**config.mk**
```make
export PLATFORM = sky130hd
export DESIGN_NAME = axis_requant
export DESIGN_NICKNAME = d
export VERILOG_FILES = /design/src/rtl/axis_requant.sv
export SDC_FILE = /design/constraint.sdc
export NUM_CORES = 1
export LEC_CHECK = 0
export ABC_AREA = 1
export CAP_MARGIN = 20
export CORE_ASPECT_RATIO = 1.1
export CORE_UTILIZATION = 40
export DETAILED_ROUTE_END_ITERATION = 8
export PLACE_DENSITY_LB_ADDON = 0.1
export SLEW_MARGIN = 20
export SYNTH_ARGS = -nofsm -noshare
export SYNTH_HDL_FRONTEND = slang
export SYNTH_SLANG_ARGS = --single-unit
```
**constraint.sdc**
```tcl
create_clock -name clk -period 1.7 [get_ports clk]
set_input_delay 0.17 -clock clk [delete_from_list [all_inputs] [get_ports clk]]
set_output_delay 0.17 -clock clk [all_outputs]
set_load 0.005 [all_outputs]
```
**src/rtl/axis_requant.sv**
```systemverilog
// axis_requant: requantizes a signed fixed-point AXI-Stream sample from
// IW bits / IFW fractional bits to OW bits / OFW fractional bits using
// round-half-up and saturation. The output stage is a two-entry skid buffer
// whose input ready is registered.
// Optional saturation statistics: define AXIS_REQUANT_SAT_CNT_EN.
module axis_requant #(
    parameter int IW  = 19,
    parameter int IFW = 8,
    parameter int OW  = 8,
    parameter int OFW = 0
) (
    input  logic          clk,
    input  logic          rst_n,
    input  logic [IW-1:0] axis_i_tdata,
    input  logic          axis_i_tvalid,
    output logic          axis_i_tready,
    output logic [OW-1:0] axis_o_tdata,
    output logic          axis_o_tvalid,
    input  logic          axis_o_tready,
    input  logic          sat_clr,
    output logic [15:0]   sat_cnt,
    output logic          sat_flag
);

    localparam int SHIFT = IFW - OFW;
    localparam int HSH   = (SHIFT > 0) ? SHIFT - 1 : 0;

    generate
        if (SHIFT < 0 || IW <= OW) begin : g_bad_cfg
            $error("axis_requant: need IFW >= OFW and IW > OW");
        end
    endgenerate

    // Rounding offset (half an output LSB) and saturation limits, all IW+1 bits
    localparam logic signed [IW:0] HALF = (SHIFT > 0) ? ((IW+1)'(1) << HSH) : '0;
    localparam logic signed [IW:0] MAXV = {{(IW-OW+2){1'b0}}, {(OW-1){1'b1}}};
    localparam logic signed [IW:0] MINV = {{(IW-OW+2){1'b1}}, {(OW-1){1'b0}}};
    localparam logic [OW-1:0] MAXO = {1'b0, {(OW-1){1'b1}}};
    localparam logic [OW-1:0] MINO = {1'b1, {(OW-1){1'b0}}};

    typedef enum logic [1:0] {EMPTY, BUSY, FULL} state_t;

    state_t            state;
    logic              in_ready;
    logic              out_valid;
    logic [OW-1:0]     out_data;
    logic [OW-1:0]     skid;
    logic signed [IW:0] ext;
    logic signed [IW:0] shr;
    logic [OW-1:0]     q;
    logic              sat;
    logic              in_xfer;
    logic              out_xfer;

    assign axis_i_tready = in_ready;
    assign axis_o_tvalid = out_valid;
    assign axis_o_tdata  = out_data;
    assign in_xfer       = axis_i_tvalid & in_ready;
    assign out_xfer      = out_valid & axis_o_tready;

    // Round half up in IW+1 bits, then clip to the OW-bit signed range
    always_comb begin
        ext = {axis_i_tdata[IW-1], axis_i_tdata};
        shr = (ext + HALF) >>> SHIFT;
        sat = 1'b0;
        q   = shr[OW-1:0];
        if (shr > MAXV) begin
            q   = MAXO;
            sat = 1'b1;
        end else if (shr < MINV) begin
            q   = MINO;
            sat = 1'b1;
        end
    end

    // Skid FSM: output register plus one skid entry, all handshake outputs registered
    always_ff @(posedge clk) begin
        if (!rst_n) begin
            state     <= EMPTY;
            in_ready  <= 1'b0;
            out_valid <= 1'b0;
            out_data  <= '0;
            skid      <= '0;
        end else begin
            case (state)
                EMPTY: begin
                    in_ready <= 1'b1;
                    if (in_xfer) begin
                        out_data  <= q;
                        out_valid <= 1'b1;
                        state     <= BUSY;
                    end
                end
                BUSY: begin
                    if (in_xfer && out_xfer) begin
                        out_data <= q;
                    end else if (in_xfer) begin
                        skid     <= q;
                        in_ready <= 1'b0;
                        state    <= FULL;
                    end else if (out_xfer) begin
                        out_valid <= 1'b0;
                        state     <= EMPTY;
                    end
                end
                FULL: begin
                    if (out_xfer) begin
                        out_data <= skid;
                        in_ready <= 1'b1;
                        state    <= BUSY;
                    end
                end
                default: begin
                    state     <= EMPTY;
                    in_ready  <= 1'b0;
                    out_valid <= 1'b0;
                end
            endcase
        end
    end

`ifdef AXIS_REQUANT_SAT_CNT_EN
    logic [15:0] cnt;
    logic        flag;

    assign sat_cnt  = cnt;
    assign sat_flag = flag;

    // Count accepted samples that were clipped; clear wins over increment
    always_ff @(posedge clk) begin
        if (!rst_n) begin
            cnt  <= '0;
            flag <= 1'b0;
        end else if (sat_clr) begin
            cnt  <= '0;
            flag <= 1'b0;
        end else if (in_xfer && sat) begin
            if (cnt != '1) begin
                cnt <= cnt + 16'd1;
            end
            flag <= 1'b1;
        end
    end
`else
    logic unused_sat;

    assign sat_cnt    = '0;
    assign sat_flag   = 1'b0;
    assign unused_sat = sat_clr ^ sat;
`endif

endmodule

```
==> impl_metrics.py, run 1 <==
metrics = {
    "yosys": {
        "yosys.area.top_type": "dfxtp_1",
        "synth_cell_types": 30,
        "ys_top_cells_by_area": "dfxtp_1, nand2_1, buf_4",
        "synth_seq_area_share_pct": 28.7,
        "synth_warnings": 0,
        "syn_area_sq_mm": 0.00139,
        "synth_cells": 199,
        "avgSynthCellArea_sq_um": 7.00,
        "synth_top_area_share_pct": 28.7,
        "ys_seq_elements": 20,
    },
    "worst_setup_path": {
        "regToRegSetupSlack_ns": 0.27,
        "crit_start": "axis_i_tdata[16]",
        "ff2ff_path_depth": 7,
        "cp.required_ns": 1.91,
        "startpoint_type": "primary input",
        "critPathCapture": "skid[4]",
        "path_max_fanout": 7,
        "crit_path_end_kind": "flop",
        "r2r_end": "axis_o_tdata[5]",
        "critPathKind": "in2reg",
        "r2r-start": "state[0]",
        "worstPathArrival_ns": 1.75,
    },
    "floorplanning": {
        "fp.dieW_um": 58.3,
        "rows": 22,
        "die_area_sq_mm": 0.00372,
        "start_util_pct": 41.8,
        "core-area_sq_mm": 0.00333,
        "ios": 51,
        "fp.dieH_um": 63.9,
    },
    "grt": {
        "first_global_vias": 1303,
        "grt_pass1_wl_um": 5370,
        "track_usage_pct": 18.5,
        "grt_start_max_net_pins": 21,
        "gr-total-overflow": 0,
        "antenna_found_initial": 0,
    },
    "final_layout": {
        "n_fill_cell": 332,
        "area_delta_synth_final_pct": 36.5,
        "final_cells": 299,
        "fin_area_sq_mm": 0.00190,
        "drive_above_1_share_pct": 25.9,
        "ff_latch_area_sq_um": 400,
        "multi_input_area_sq_um": 847,
        "final_common_cell": "nand2_1",
        "final_cell_mix": "nand2_1, buf_4, dfxtp_1",
        "diodes": 0,
        "nets": 277,
    },
    "sta": {
        "clock.fmax_mhz": 649,
        "finalHoldViolCount": 0,
        "period_minus_slack_ns": 1.54,
        "maxSlewViolCount": 0,
        "setup_viol": 0,
        "fin_crit_sh_pct": 90.6,
        "skew_ns": 0.000820,
        "rsz0062_at_grt": "no",
    },
    "hold_path": {
        "hp-class": "in2reg",
        "hold_start": "axis_i_tdata[7]",
        "whs_path_depth": 6,
    },
    "status": {
        "status": "finished, final reports clean",
    },
    "pwr": {
        "intPower_uw": 823,
        "ir_drop_mv": 0.261,
        "power.share.clock_pct": 23.7,
        "leakage_nw": 0.972,
        "comb_power_share_pct": 31.5,
        "sw_frac_of_total_pct": 30.8,
        "p_seq_share_pct": 44.8,
        "p_sw_uw": 367,
        "pwr_density_cell_mw_per_mm2": 625,
    },
    "job": {
        "cap_violations": 0,
    },
    "placement": {
        "gp_congestion": 0.840,
        "placed_cells": 293,
        "port_buffers": 25,
        "dp_hpwl_um": 2430,
        "placed_area_sq_mm": 0.00181,
    },
    "detailed_routing": {
        "drtPass1Iterations": 6,
        "vias_per_cell": 4.64,
        "ant_nets": 0,
        "vias": 1387,
        "drt_iter0_drc": 36,
        "drt_wl_total_um": 3190,
        "route.detailed.drc": 0,
        "wire_per_inst_um": 10.7,
    },
    "cts": {
        "max-clock-path-buffers": 2,
        "clk_pin_slew_ns": 0.11,
        "cts_tree": "yes",
        "clock-root-buffer": "clkbuf_4",
        "numCtsBuffers": 3,
        "clock-sinks": 20,
        "h-tree-depth": 1,
        "clk_latency_ns": 0.30,
    },
}
synth_stat cells, drive strengths merged:
master  instances
nand4           3
conb            1
o21ai          21
inv            23
nand3b          1
nand2          50
ha              1
nor3            1
xnor2           1
nor3b           1
o21a            1
clkbuf          2
nand3           7
o21bai          7
a21oi          22
nor2           14
xor2            5
buf            18
dfxtp          20
worst min-delay path by stage:
stage | to | slack, ns
3_5_place_dp | axis_o_tvalid | 0.50
3_3_place_gp | axis_o_tvalid | 0.49
5_1_grt | skid[0] | 0.45
6_report | skid[0] | 0.41
2_1_floorplan | axis_o_tvalid | 0.37
4_1_cts | axis_o_tvalid | 0.52
layer usage:
metal,track usage [%],wire [um],part of all wire (%),vias to the layer above
li1,-,-,-,715
met1,20.7,1440,45,634
met2,33.8,1580,49,34
met3,1.82,98,3.1,4
met4,9.52,68,2.1,0
met5,0,0,0,-
sequential cells by signal (all words and copies together) (netlist names):
register,flops
axis_i_tready,1
axis_o_tdata,8
axis_o_tvalid,1
skid,8
state,2
power groups by stage:
stage | Sequential, mW | Combinational, mW | Clock [mW]
floorplan | 0.544 | 0.215 | 0
global placement | 0.541 | 0.361 | 0
detailed placement | 0.544 | 0.366 | 0
CTS | 0.534 | 0.367 | 0.288
global route | 0.539 | 0.418 | 0.311
finish | 0.534 | 0.375 | 0.282
final cells by class:
type	count	area share (%)
tap	48	3.16
inverter	23	4.67
multi-input combinational	152	44.5
sequential	20	21.0
clock buffer	4	1.91
timing repair buffer	52	24.7
kinds of logic (layout without fill, tap and decap cells):
logic type / count (synthesis) / in the layout / share of synthesized area (%)
fa+ha+maj: 1 / 1 / 0.898
compound gates: 51 / 51 / 22.7
buf+inv: 43 / 79 / 16.4
simple gates: 77 / 77 / 27.2
other cells: 1 / 17 / 0.269
flops: 20 / 20 / 28.7
xor+xnor: 6 / 6 / 3.77
metrics by stage:
step | power (mW) | worst slack [ns] | hold WS [ns] | TNS, ns | utilization (%)
2_1_floorplan | 0.759 | 0.321 | 0.370 | 0 | -
3_3_place_gp | 0.903 | -0.211 | 0.494 | -2.74 | 54.4
3_5_place_dp | 0.910 | -0.264 | 0.502 | -3.24 | 54.4
4_1_cts | 1.19 | 0.0586 | 0.519 | 0 | 55.5
5_1_grt | 1.27 | 0.00958 | 0.452 | 0 | 57.1
6_report | 1.19 | 0.160 | 0.409 | 0 | 57.1
critical path: stages:
cell	delay, ns
clkdlybuf4s50_1	0.48
nand2_1	0.08
nor2_1	0.19
nand4_1	0.17
a21oi_1	0.18
nand2_1	0.10
nand2_4	0.11
nand2_1	0.09
o21bai_1	0.13
inv_1	0.05
what timing repair did:
| item | in CTS | in global routing |
|---|---|---|
| gates resized for setup | 0 | 13 |
| hold buffers | 0 | 0 |
| setup buffers | 0 | 2 |
| endpoints found under the setup margin | 0 | 14 |
No activity file was read; power rests on OpenSTA's default activity.
==> run 2: changes to the inputs <==
- SETUP_SLACK_MARGIN: default -> 0.3
==> impl_metrics.py, run 2 (synthesis gave the netlist of run 1 again) <==
metrics = {
    "worst_setup_path": {
        "crit_chain": "clkdlybuf4s50_1",
        "cp_top_family": "buffers and inverters",
        "slowest_delay_ns": 0.50,
        "crit_path_end_kind": "output port",
        "worst-path-buf-inv": 1,
        "worstPathArrival_ns": 1.18,
        "critPathKind": "reg2out",
        "slowest_stage": "clkdlybuf4s50_1",
        "path_max_fanout": 4,
        "startpoint_type": "flop",
        "cp.required_ns": 1.53,
        "ff2ff_path_depth": 6,
        "path_depth": 1,
    },
    "final_layout": {
        "final_cells": 302,
        "fin_util_pct": 58.0,
        "diodes": 0,
        "area_delta_synth_final_pct": 38.5,
        "fin_area_sq_mm": 0.00193,
        "nets": 280,
        "final_cell_mix": "nand2_1, buf_4, conb_1, dfxtp_1, inv_1",
        "final_common_cell": "nand2_1",
        "drive_above_1_share_pct": 36.2,
    },
    "sta": {
        "tns_ns": 0,
        "finalHoldViolCount": 0,
        "fin_hold_ws_ns": 0.377,
        "clock.fmax_mhz": 742,
        "worst_slack_ns": 0.353,
        "fin_crit_sh_pct": 79.2,
        "skew_ns": 0.00268,
        "period_minus_slack_ns": 1.35,
        "rsz0062_at_grt": "no",
        "setup_viol": 0,
        "maxSlewViolCount": 0,
    },
    "pwr": {
        "pwr_density_cell_mw_per_mm2": 630,
        "p_total_mw": 1.22,
        "ir_drop_mv": 0.263,
        "leakage_nw": 0.938,
    },
    "floorplanning": {
        "fp.dieW_um": 58.3,
        "die_area_sq_mm": 0.00372,
        "core-area_sq_mm": 0.00333,
        "start_util_pct": 41.8,
        "rows": 22,
        "fp.dieH_um": 63.9,
        "ios": 51,
    },
    "cts": {
        "clk_pin_slew_ns": 0.12,
        "numCtsBuffers": 3,
        "cts_tree": "yes",
        "clk_latency_ns": 0.30,
        "clock-root-buffer": "clkbuf_4",
        "clock-sinks": 20,
        "max-clock-path-buffers": 2,
        "h-tree-depth": 1,
    },
    "detailed_routing": {
        "highest_layer": "met4",
        "met3RoutedLength_um": 109,
        "drtPass1Iterations": 4,
        "route.detailed.drc": 0,
        "ant_nets": 0,
        "wl_met1_um": 1450,
        "vias_per_cell": 4.68,
        "drt_wl_total_um": 3410,
        "dr_wl_met2_um": 1780,
        "vias": 1414,
        "wire_per_inst_um": 11.3,
        "drt_iter0_drc": 25,
    },
    "grt": {
        "grt_pass1_wl_um": 5620,
        "first_global_vias": 1364,
        "track_usage_pct": 19.4,
        "grt_start_max_net_pins": 21,
        "gr-total-overflow": 0,
        "antenna_found_initial": 0,
    },
    "placement": {
        "gp_congestion": 0.840,
        "placed_cells": 293,
        "dp_hpwl_um": 2430,
        "port_buffers": 25,
        "placed_area_sq_mm": 0.00181,
        "pre_cts_slack_ns": -0.264,
    },
    "hold_path": {
        "whs_path_depth": 6,
        "hp-class": "in2reg",
    },
    "job": {
        "cap_violations": 0,
    },
    "status": {
        "status": "finished, final reports clean",
    },
}
[run 2: changes by cell type in the layout (fill, tap and decap cells not counted), sizes merged]
cell	previous run	this run
dlygate4sd2	0	3
clkdlybuf4s15	0	1
clkdlybuf4s50	18	14
clkbuf	4	11
buf	27	30
dlymetal6s2s	7	0
[run 2: layer usage]
layer,vias up,GRT usage (%)
met5,-,0
met3,4,1.82
met1,657,21.3
met4,0,9.52
met2,35,36.2
li1,718,-
[run 2: final timing paths]
path                                      start               to  slack (ns)
worst max-delay path              axis_o_tvalid    axis_o_tvalid        0.35
worst min-delay path            axis_i_tdata[8]          skid[0]        0.38
worst max register to register    axis_i_tready  axis_o_tdata[5]        0.38
worst min register to register         state[0]    axis_i_tready        0.48
[run 2: final cells by class]
cell class,count,area [sq um]
fillers,341,1400
repair buffers,55,453
inverters,23,88.8
flip-flops and latches,20,407
clock buffers,4,36.3
multi-input cells,152,886
well taps,48,60.1
[run 2: power by group]
group          total [mW]  internal, mW  switching, mW
sequential          0.536         0.511         0.0252
combinational       0.398         0.192          0.206
clock               0.282         0.131          0.151
[run 2: what timing repair did]
item                                    in CTS  in global routing
endpoints found under the hold margin        0                  0
buffers inserted                             2                  2
hold buffers                                 0                  0
pin swaps                                   16                 18
endpoints found under the setup margin      15                 16
resized for setup                           19                 37
cloned                                       0                  1
